File: src/rtl/pdm_pkg.sv
// Shared types and constants for the PDM modulator family.
// The dither LFSR helper is used only when MULTICHANNEL_PDM_DITHER_EN is defined.
package pdm_pkg;

  localparam int          PDM_CH_MAX    = 8;
  localparam logic [15:0] PDM_LFSR_SEED = 16'hACE1;
  // x^16 + x^14 + x^13 + x^11 + 1, taps at bits 15, 13, 12 and 10
  localparam logic [15:0] PDM_LFSR_TAPS = 16'hB400;

  typedef logic [2:0] pdm_slot_t;

  typedef enum logic {
    ST_ARM,
    ST_RUN
  } pdm_state_t;

  function automatic logic [15:0] pdm_lfsr_next(input logic [15:0] s);
    return {s[14:0], ^(s & PDM_LFSR_TAPS)};
  endfunction

endpackage

File: src/rtl/pdm_edge_sync.sv
// Two-flop synchroniser for the PDM bit clock plus a delay flop.
// Produces single-cycle rise, fall and toggle strobes in the clk domain.
module pdm_edge_sync (
  input  logic clk,
  input  logic rst,
  input  logic ock,
  output logic rise,
  output logic fall,
  output logic toggle
);

  logic s1;
  logic s2;
  logic d;

  always_ff @(posedge clk or posedge rst) begin
    if (rst) begin
      s1 <= 1'b0;
      s2 <= 1'b0;
      d  <= 1'b0;
    end else begin
      s1 <= ock;
      s2 <= s1;
      d  <= s2;
    end
  end

  assign toggle = s2 ^ d;
  assign rise   = s2 & ~d;
  assign fall   = ~s2 & d;

endmodule

File: src/rtl/multichannel_pdm_modulator.sv
// N-channel first-order PDM modulator time-multiplexed on one serial line.
// Optional LFSR dither is compiled in with MULTICHANNEL_PDM_DITHER_EN.
module multichannel_pdm_modulator
  import pdm_pkg::*;
#(
  parameter int DW = 32,
  parameter int CH = 2
) (
  input  logic           clk,
  input  logic           rst,
  input  logic           en,
  input  logic           ock,
  input  logic [CH*DW-1:0] din,
  input  logic           din_vld,
  output logic           din_rdy,
  output logic           frame,
  output logic           urun,
  input  logic           urun_clr,
  output logic           sdo
);

  logic             rise;
  logic             fall;
  logic             toggle;
  pdm_state_t       state;
  pdm_state_t       state_n;
  logic             step;
  logic             serve0;
  pdm_slot_t        slot;
  logic             full;
  logic             seen;
  logic [CH*DW-1:0] hold;
  logic [CH*DW-1:0] work;
  logic [CH*DW-1:0] cur;
  logic [DW-1:0]    acc [CH];
  logic [DW-1:0]    acc_sel;
  logic [DW-1:0]    sample;
  logic [DW:0]      sum;
  logic             sdo_r;
  logic             urun_set;

  pdm_edge_sync u_sync (
    .clk    (clk),
    .rst    (rst),
    .ock    (ock),
    .rise   (rise),
    .fall   (fall),
    .toggle (toggle)
  );

  // ST_ARM waits for the first rising edge (slot 0); falling edges are dropped there.
  always_comb begin
    state_n = state;
    step    = 1'b0;
    if (!en) begin
      state_n = ST_ARM;
    end else if (state == ST_ARM) begin
      step = toggle & ~fall;
      if (step) state_n = ST_RUN;
    end else begin
      step = (CH == 1) ? rise : toggle;
    end
  end

  always_ff @(posedge clk or posedge rst) begin
    if (rst) state <= ST_ARM;
    else     state <= state_n;
  end

  assign serve0   = step & (slot == '0);
  assign cur      = (slot == '0 && full) ? hold : work;
  assign urun_set = serve0 & ~full & seen;

  always_comb begin
    sample  = '0;
    acc_sel = '0;
    for (int c = 0; c < CH; c++) begin
      if (slot == pdm_slot_t'(c)) begin
        sample  = cur[c*DW +: DW];
        acc_sel = acc[c];
      end
    end
  end

`ifdef MULTICHANNEL_PDM_DITHER_EN
  logic [15:0] lfsr;

  always_ff @(posedge clk or posedge rst) begin
    if (rst)       lfsr <= PDM_LFSR_SEED;
    else if (step) lfsr <= pdm_lfsr_next(lfsr);
  end

  assign sum = {1'b0, acc_sel} + {1'b0, sample} + {{(DW-7){1'b0}}, lfsr[7:0]};
`else
  assign sum = {1'b0, acc_sel} + {1'b0, sample};
`endif

  always_ff @(posedge clk or posedge rst) begin
    if (rst) begin
      slot <= '0;
    end else if (!en) begin
      slot <= '0;
    end else if (step) begin
      slot <= (slot == pdm_slot_t'(CH-1)) ? '0 : slot + 3'd1;
    end
  end

  // Handshake: a frame transfers on a cycle where din_vld and din_rdy are both high;
  // while din_rdy is low the source must keep din stable with din_vld asserted.
  always_ff @(posedge clk or posedge rst) begin
    if (rst) begin
      full <= 1'b0;
      seen <= 1'b0;
      hold <= '0;
      work <= '0;
    end else begin
      if (din_vld && !full) begin
        hold <= din;
        full <= 1'b1;
        seen <= 1'b1;
      end else if (serve0 && full) begin
        work <= hold;
        full <= 1'b0;
      end
    end
  end

  always_ff @(posedge clk or posedge rst) begin
    if (rst) begin
      for (int c = 0; c < CH; c++) acc[c] <= '0;
    end else if (step) begin
      for (int c = 0; c < CH; c++) begin
        if (slot == pdm_slot_t'(c)) acc[c] <= sum[DW-1:0];
      end
    end
  end

  always_ff @(posedge clk or posedge rst) begin
    if (rst)       sdo_r <= 1'b0;
    else if (!en)  sdo_r <= 1'b0;
    else if (step) sdo_r <= sum[DW];
  end

  always_ff @(posedge clk or posedge rst) begin
    if (rst)           urun <= 1'b0;
    else if (urun_set) urun <= 1'b1;
    else if (urun_clr) urun <= 1'b0;
  end

  assign din_rdy = ~full;
  assign frame   = serve0;
  // Gating by en makes the line drop the same cycle the modulator is disabled.
  assign sdo     = sdo_r & en;

endmodule
File: config.mk
export PLATFORM = sky130hd
export DESIGN_NAME = multichannel_pdm_modulator
export DESIGN_NICKNAME = d
export VERILOG_FILES = /design/src/rtl/pdm_pkg.sv /design/src/rtl/pdm_edge_sync.sv /design/src/rtl/multichannel_pdm_modulator.sv
export SDC_FILE = /design/constraint.sdc
export NUM_CORES = 1
export LEC_CHECK = 0
export BUFFER_PORTS_ARGS = -buffer_cell sky130_fd_sc_hd__buf_2
export CAP_MARGIN = 40
export CORE_UTILIZATION = 60
export DETAILED_ROUTE_END_ITERATION = 12
export HOLD_SLACK_MARGIN = 0.12
export PLACE_DENSITY = 0.85
export REMOVE_ABC_BUFFERS = 1
export SLEW_MARGIN = 20
export SYNTH_ARGS = -nofsm -noshare
export SYNTH_HDL_FRONTEND = slang
export SYNTH_SLANG_ARGS = --single-unit
File: constraint.sdc
create_clock -name clk -period 21.6 [get_ports clk]
set_input_delay 5.4 -clock clk [delete_from_list [all_inputs] [get_ports clk]]
set_output_delay 5.4 -clock clk [all_outputs]
set_load 0.02 [all_outputs]
# --- Yosys cells after proc, flatten, opt, wreduce, memory -nomap -nowiden ---
# Index checks and enable logic that the tools add are counted.
# Widths: inputs -> output; s select.
word_totals:
  wordCells: 57
  ff_bits: 203
  inputBits: 70
  output_inout_bits: 4
classes:
  reduce_logical: 10
  bitwise_logic: 11
  n_eq_ne: 2
  muxes: 19
  add_sub_neg: 2
op_table:
  columns: ["cell", "n"]
  rows:
  - ["$mux 32", 4]
  - ["$mux 64", 1]
  - ["$add 32x32->33", 1]
  - ["$mux 1", 11]
  - ["$mux 3", 3]
  - ["$and 1x1->1", 6]
  - ["$reduce_and 2->1", 3]
  - ["$not 1->1", 4]
  - ["$reduce_bool 2->1", 2]
  - ["$add 3x1->3 const B", 1]
  - ["$eq 3x1->1 const B", 1]
  - ["$logic_and 1x1->1", 3]
  - ["$logic_not 3->1", 1]
  - ["$ne 2x1->1 const B", 1]
  - ["$logic_not 1->1", 1]
  - ["$xor 1x1->1", 1]

# --- Longest topological paths before layout ---
# Gate-level depths: netlist (run 1).
logic_depth:
  depth_word: 10
  ltp_mapped: 15
  depth_no_buf: 13

# --- By module ---
# Synthesis (run 1) repeated with hierarchy kept, for this count alone.
unflattened:
  cells_unflattened: 1042
  hier_area_um2: 10846.7
modules_own_cells:
  columns: ["module", "instances", "seq_area_each_um2", "cells_each", "area_each_um2"]
  rows:
  - ["multichannel_pdm_modulator", 1, 5004.8, 1033, 10731.5]
  - ["pdm_edge_sync", 1, 75.1, 9, 115.1]

# --- Worst setup path after synthesis (run 1) ---
# No wires, ideal clock.
synth_path:
  path_kind: "input to output"
  from: "in en"
  to: "out frame"
  path_buffers: 1
  arrival_ps: 6055
  t_required_ps: 16200
  setup_slack_ps: 10145
  path_stages: 4
  cell_sequence: "nand2_1 -> or3_1 -> buf_2 -> inv_2"
synth_between:
  elab_chain_cells: 2
synth_rtl:
  columns: ["element", "line", "source"]
  rows:
  - ["start: declaration", "multichannel_pdm_modulator.sv:11", "input logic en,"]
  - ["$mux 1", "multichannel_pdm_modulator.sv:55", "if (!en) begin"]
  - ["$and 1x1->1", "multichannel_pdm_modulator.sv:70", "assign serve0 = step & (slot == '0);"]
  - ["end: declaration", "multichannel_pdm_modulator.sv:16", "output logic frame,"]
# No other way between the ends.

# --- Worst setup path after layout (run 1) ---
# Same ends and word-level chain as after synthesis.

==> impl_results.md, run 1 <==
* Status: complete, no violations
* Met1 GRT Util at 0.339
* CP Class: in2out
* Clock buffer depth at 3
* Hold WS at 0.370 ns
* First drt pass iteration count at 5
* Cell count after synthesis at about 1000
* Mapped Avg Cell Area at about 11 sq um
* HP Class: reg2reg
* Worst-path clk slew at about 0.060 ns
* Post-synth cell types at 60
* Ranking of synthesized cells by area: dfrtp_1 48%, mux2_2 14%, mux2i_1 6.2%, nor2_1 4.2%, ha_1 3.9%
* Num ports at 74
* Post-CTS Setup Inserts at 0
* Mapped Area at roughly 0.011 sq mm
* Dpl cell area at ~0.011 sq mm
* Slew HR at 0.496
* Met2 GRT Util at 0.405
* First-pass GRT wire length at roughly 36000 um
* Yosys Warn Count at 0
* Comb power frac at 0.423
* Fin. max-slew vios at 0
* Num rows at 48
* Critical-path maximum fanout at 64
* Hpwl dp at around 14000 um
* Root buffer cell: clkbuf_16
* Seq pwr share at 0.353
* Effective utilization at floorplan at 0.614
* Dpl ws at 9.43 ns
* Largest net degree at the start of global routing at a little under 80
* CP Launch Type: primary input
* Vias in the first global route at 7527
* Synth Register Bits at ~200
* Post-Layout Inst Area at 0.0119 sq mm
* Diodes inserted at 0
* M3 GR Usage at 0.0327
* Drt wl/cell at around 16 um
* IO Port Bufs at 73
* Fill cells at roughly 1200
* Sw Ratio at 0.375
* CTS tree: yes
* Chip height at roughly 130 um
* Avg Vias per Cell at roughly 5.9
* Static leakage at 5.63 nW
* Fin crit period at roughly 12 ns
* Core area at 0.0172 sq mm
* CTS buffer count at 22
* CTS sink count at 203
* Initial antenna violation count at 0
* Crit share post-route at 0.565
* Routed vias at approximately 7600
* Clock share of power at 0.224
* VDD IR max at about 0.094 mV
* Clk Latency, worst-skew pair at 0.51 ns
* CTS resizes at 0
* RSZ-0062 raised after global routing: no
* Overall Global Routing Usage at 0.245
* H-tree Lvls at 1
* Number of DRC markers in iteration 0 at ~570
* Routed WL at 21200 um
* Internal power at between 1 and 1.5 mW
* Layout area overhead at 12.4%
* Number of remaining DRC errors at 0
* Final setup violation count at 0
* Worst Tran Pin Value at around 0.76 ns
* Clock Skew at between 0.015 and 0.02 ns
* Max cap viols at 0
* Post-synth EDFFs at 0
* Endpoint class of the critical path: primary output
* Nets@finish at 1155
* Primary FF master, synth: dfrtp_1
* Die area at between 0.015 and 0.02 sq mm
* Pwr dens at between 150 and 200 mW/mm^2
* Ys async rst share at 1.00
* Antenna Nets Post-Route at 0
* Gpl congestion at about 0.9
* Critical path data arrival time at ~6.8 ns
* Share of cells above drive strength 1 at 0.250
* Sequential cell area fraction in the yosys report at 0.480
* Maximum clock rate at 0.0819 GHz
* Worst endpoint required time at roughly 16 ns
* Switching pwr at between 0.6 and 0.7 mW
* Yosys top cell by area: dfrtp_1
* GR peak layer: met2
* Setup_tns at 0 ns
* Synth top area share at 0.480
* Overflow after GRT at 0
* DIE WIDTH at around 130 um
* Final Hold Fails at 0
* Final setup margin at 9.40 ns
* Hold Buf Count CTS at 0
==> layout by cell type (no fill, tap or decap), types with 4 or more instances in the layout <==
cell type | netlist | layout
a211oi_1 | 6 | 6
a21o_1 | 15 | 15
a21oi_1 | 71 | 71
a31oi_1 | 5 | 5
and2_1 | 5 | 5
and3_1 | 5 | 5
buf_2 | 11 | 73
buf_4 | 0 | 9
bufinv_16 | 0 | 4
clkbuf_16 | 0 | 23
clkbuf_8 | 0 | 4
clkinv_2 | 0 | 4
dfrtp_1 | 203 | 201
ha_1 | 33 | 33
inv_1 | 11 | 10
mux2_2 | 128 | 128
mux2i_1 | 66 | 66
nand2_1 | 92 | 91
nand3_1 | 19 | 19
nand4_1 | 6 | 6
nor2_1 | 118 | 118
nor2b_1 | 5 | 4
nor3_1 | 4 | 4
o211ai_1 | 8 | 8
o21ai_0 | 57 | 57
o21bai_1 | 4 | 4
o22ai_1 | 4 | 4
o31ai_1 | 6 | 6
or4_1 | 5 | 5
xnor2_1 | 7 | 7
xor2_1 | 16 | 16
==> cells in the mapped netlist (all sizes together) (2+ instances only) <==
| cell type | instances |
|---|---|
| o21a | 3 |
| a21boi | 2 |
| a31oi | 6 |
| a21o | 15 |
| nand4 | 7 |
| mux2 | 128 |
| clkbuf | 33 |
| o31ai | 6 |
| a21oi | 71 |
| mux2i | 66 |
| nand3 | 20 |
| o21ai | 58 |
| or4 | 6 |
| a211o | 3 |
| nor2b | 5 |
| nand2b | 3 |
| nand3b | 3 |
| nor2 | 118 |
| or2 | 2 |
| a41oi | 2 |
| xnor2 | 7 |
| nor4 | 3 |
| a211oi | 6 |
| o21bai | 4 |
| nand2 | 92 |
| o2111ai | 3 |
| xor2 | 16 |
| nor3 | 4 |
| and3 | 6 |
| buf | 28 |
| and2 | 5 |
| inv | 12 |
| dfrtp | 203 |
| o211ai | 8 |
| and4 | 2 |
| o22ai | 4 |
| ha | 33 |
==> sequential cells by signal, summed over array words and instances (netlist names) <==
| signal | count |
|---|---|
| full | 1 |
| u_sync.s2 | 1 |
| u_sync.d | 1 |
| work | 64 |
| seen | 1 |
| sdo_r | 1 |
| slot | 3 |
| urun | 1 |
| acc | 64 |
| state | 1 |
| hold | 64 |
| u_sync.s1 | 1 |
==> final timing paths <==
check                           cells past startpoint                start  slack, ns                    to
min in group asynchronous                           2                  rst       4.92  hold[25]$_DFFE_PP0P_
worst min-delay path                                0  u_sync.s1$_DFF_PP0_       0.37   u_sync.s2$_DFF_PP0_
worst min register to register                      0  u_sync.s1$_DFF_PP0_       0.37   u_sync.s2$_DFF_PP0_
worst max register to register                     12  slot[0]$_DFFE_PP0P_      17.39   acc[30]$_DFFE_PP0P_
max in group asynchronous                           4                  rst      15.76      full$_DFFE_PP0P_
worst max-delay path                                6                   en       9.40                 frame
==> final cells by class <==
type                            instances  area (sq um)  area share
Multi-Input combinational cell        728          5190       0.437
Sequential cell                       203          5080       0.427
Clock buffer                           29           638      0.0536
Timing Repair Buffer                   84           488      0.0410
Tap cell                              225           282      0.0237
Clock inverter                         10           159      0.0134
Inverter                               12          52.6     0.00442
==> critical path, stage by stage <==
cell     delay, ns
buf_2         0.14
nand2_1       0.08
or3_1         0.30
buf_4         0.33
inv_2         0.31
buf_2         0.22
==> metal layers <==
metal  wire length [um]  up-vias  part of all wire
li1                   -     3660                 -
met1               9430     3678              0.44
met2              10300      189              0.49
met3                948       41             0.045
met4                495        0             0.023
met5                  0        -                 0
==> power by group through the flow <==
stage / combinational, mW / clock (mW) / sequential, mW
after floorplan: 0.607 / 0 / 0.620
after global placement: 0.717 / 0 / 0.634
after detailed placement: 0.747 / 0 / 0.646
after CTS: 0.760 / 0.412 / 0.641
after global routing: 0.859 / 0.428 / 0.663
final: 0.768 / 0.407 / 0.641
==> stage by stage <==
stage          std cells  utilization  power [mW]
2_1_floorplan        943            -        1.23
3_3_place_gp        1249        0.640        1.35
3_5_place_dp        1251        0.642        1.39
4_1_cts             1290        0.689        1.81
5_1_grt             1291        0.690        1.95
6_report            1291        0.690        1.82
==> cell families after synthesis <==
kind of cell             synth area share
AO/OA/AOI/OAI                       0.114
multiplexers                        0.199
XOR/XNOR                           0.0190
buffers and inverters              0.0301
AND/OR/NAND/NOR                     0.117
adder cells (fa/ha/maj)            0.0409
flip-flops                          0.480
(Power assumes the default switching activity.)
==> run 2: changes to the inputs <==
- ABC_AREA: not set -> 1
- CORE_UTILIZATION: 60 -> 55
- PLACE_DENSITY: 0.85 -> 0.82
- clock period: 21.6 -> 10.7 ns (I/O delays scaled with it)
==> impl_results.md, run 2 <==
* Static leakage at 6.48 nW (+15%)
* Synth top area share at 0.453 (-0.0266)
* Avg Vias per Cell at 5.23 (-11%)
* Initial antenna violation count at 0 (unchanged)
* Top flop regs: acc: 64 flops, hold: 64 flops, work: 64 flops
* CTS buffer count at 22 (unchanged)
* Worst Tran Pin Value at 0.850 ns (+0.0950 ns)
* Post-synth cell types at 38 (-37%)
* Root buffer cell: clkbuf_16
* Slew HR at 0.433 (-0.0634)
* Final setup violation count at 0 (unchanged)
* Post-Layout Inst Area at 0.0125 sq mm (+5.1%)
* Vias in the first global route at 8496 (+13%)
* Die area at 0.0209 sq mm (+15%)
* Fin crit period at 6.61 ns
* CTS resizes at 0 (unchanged)
* Most frequent cells in the layout: 419 x nand2_1, 202 x dfrtp_1, 193 x inv_1
* Nets@finish at 1535 (+33%)
* Final core occ at 0.634 (-0.0563)
* Synth cell count leaders: 420 x nand2_1, 203 x dfrtp_1, 194 x inv_1
* Synth Register Bits at 203 (unchanged)
* Cell count after synthesis at 1378 (+37%)
* Routed vias at 8954 (+18%)
* Worst-path clk slew at 0.06 ns (about the same)
* Endpoint class of the critical path: primary output
* Crit share post-route at 0.617
* Post-synth EDFFs at 0 (unchanged)
* Clock Skew at 0.0199 ns (+0.00479 ns)
* CP Class: in2out
* Num rows at 51 (+6.3%)
* Worst endpoint required time at 8.03 ns (-8.17 ns)
* Chip height at 145 um (+7.4%)
* Maximum clock rate at between 0.15 and 0.2 GHz
* Hold path cells at 0 (unchanged)
* Gpl congestion at 0.928 (+0.27%)
* Largest net degree at the start of global routing at 105 (+36%)
* Sequential cell area fraction in the yosys report at 0.453 (-0.0266)
* First-pass GRT wire length at 41300 um (+14%)
* Layout area overhead at 11.6%
* DIE WIDTH at 145 um (+7.4%)
* Max cap viols at 0 (unchanged)
* Yosys top cell by area: dfrtp_1
* Pwr dens at 318 mW/mm^2 (+110%)
* Primary FF master, synth: dfrtp_1
* Post-CTS Setup Inserts at 0 (unchanged)
* Mapped Area at 0.0112 sq mm (+5.9%)
* First drt pass iteration count at 5 (unchanged)
* Status: complete, no violations
* Final Hold Fails at 0 (unchanged)
* Ranking of synthesized cells by area: dfrtp_1 45%, nand2_1 14%, mux2_2 8.4%, inv_1 6.5%, o21ai_0 4.4%
* Placed insts at 1671 (+34%)
* Mapped Avg Cell Area at 8.13 sq um (-23%)
* Num ports at 74 (unchanged)
* Drt wl/cell at 14.4 um (-12%)
* IO Port Bufs at 73 (unchanged)
* Fin. max-slew vios at 0 (unchanged)
* HP Class: reg2reg
* Number of DRC markers in iteration 0 at 554 (-1.9%)
* Overflow after GRT at 0 (unchanged)
* Ys async rst share at 1.00 (unchanged)
* Yosys Warn Count at 0 (unchanged)
* Dpl cell area at 0.0118 sq mm (+6.1%)
* Hpwl dp at 16700 um (+22%)
* Final std cells w/o fill at 1712 (+33%)
* Routed WL at 24700 um (+16%)
* CP Launch Type: primary input
* Share of cells above drive strength 1 at 0.153 (-0.0968)
* Hold Buf Count CTS at 0 (unchanged)
* Overall Global Routing Usage at 0.249 (+0.00387)
* CTS tree: yes
* Antenna Nets Post-Route at 0 (unchanged)
* RSZ-0062 raised after global routing: no
* CTS sink count at 203 (unchanged)
* Number of remaining DRC errors at 0 (unchanged)
* Clock buffer depth at 3 (unchanged)
* Commonest non-fill, non-tap cell in the layout: nand2_1
* R2r setup slk at 6.51 ns (-10.88 ns)
* Critical path data arrival time at 3.93 ns (-2.87 ns)
* Diodes inserted at 0 (unchanged)
* Core area at 0.0197 sq mm (+14%)
* Worst Reg-to-Reg Cells at 16 (+4)
* Critical-path maximum fanout at 52 (-19%)
* Setup_tns at 0 ns (unchanged)
* Clk Latency, worst-skew pair at 0.51 ns (about the same)
* Effective utilization at floorplan at 0.568 (-0.0457)
* VDD IR max at 0.176 mV (+87%)
* Most frequent cell after synthesis: nand2_1
* H-tree Lvls at 1 (unchanged)
## run 2: cell count changes in the layout (fill, tap and decap cells not counted), moves of 9 or more
cell,change
nand2_1,+328
inv_1,+183
nor2_1,-74
mux2i_1,-66
mux2_2,-44
nand3_1,+44
o21ai_0,+41
a21oi_1,+15
a21o_1,-14
a22o_1,+13
mux2_1,+12
o22ai_1,+12
o21ai_1,+9
## run 2: metal layers
layer  track usage  share of wire
met4        0.0604          0.020
met1         0.353           0.47
met5             0              0
met3        0.0355          0.052
met2         0.403           0.46
## run 2: metrics by stage
step / setup WS [ns] / hold slack [ns] / power, mW
finish: 4.09 / 0.349 / 3.98
global route: 3.96 / 0.361 / 4.32
CTS: 4.10 / 0.349 / 3.98
detailed placement: 4.11 / 0.335 / 3.20
global placement: 4.12 / 0.335 / 3.13
floorplan: 2.49 / 0.331 / 2.74
## run 2: final cells by class
| type | instances | area (sq um) |
|---|---|---|
| repair buffers | 84 | 513 |
| inverters | 198 | 753 |
| fillers | 1667 | 7220 |
| clock buffers | 31 | 644 |
| multi-input cells | 922 | 5090 |
| flip-flops and latches | 203 | 5080 |
| well taps | 265 | 332 |
| clock inverters | 9 | 85.1 |
## run 2: path summary, 6_finish.rpt
path / startpoint / end
max: en / frame
min: u_sync.s1$_DFF_PP0_ / u_sync.s2$_DFF_PP0_
max reg2reg: slot[0]$_DFFE_PP0P_ / acc[60]$_DFFE_PP0P_
min reg2reg: u_sync.s1$_DFF_PP0_ / u_sync.s2$_DFF_PP0_
max in group asynchronous: rst / hold[29]$_DFFE_PP0P_
min in group asynchronous: rst / full$_DFFE_PP0P_
## run 2: power by group
group          switching (mW)  leakage (nW)  internal, mW
sequential              0.173          2.47          1.13
clock                   0.307         0.367         0.446
combinational            1.19          3.65         0.735
total                    1.67          6.48          2.31
## run 2: cells by family after synthesis
logic type	share of synthesized area
AOI/OAI and AO/OA	0.111
xor gates and xnor gates	0.0109
adders and majority gates	0.0386
buffers and inverters	0.0927
DFF	0.453
muxes	0.0965
and+or+nand+nor	0.197
## run 2: critical path, cell delays in order
cell    delay (ns)
buf_2         0.09
inv_1         0.07
nor2_2        0.17
inv_2         0.10
nor2_2        0.09
buf_4         0.44
buf_2         0.27
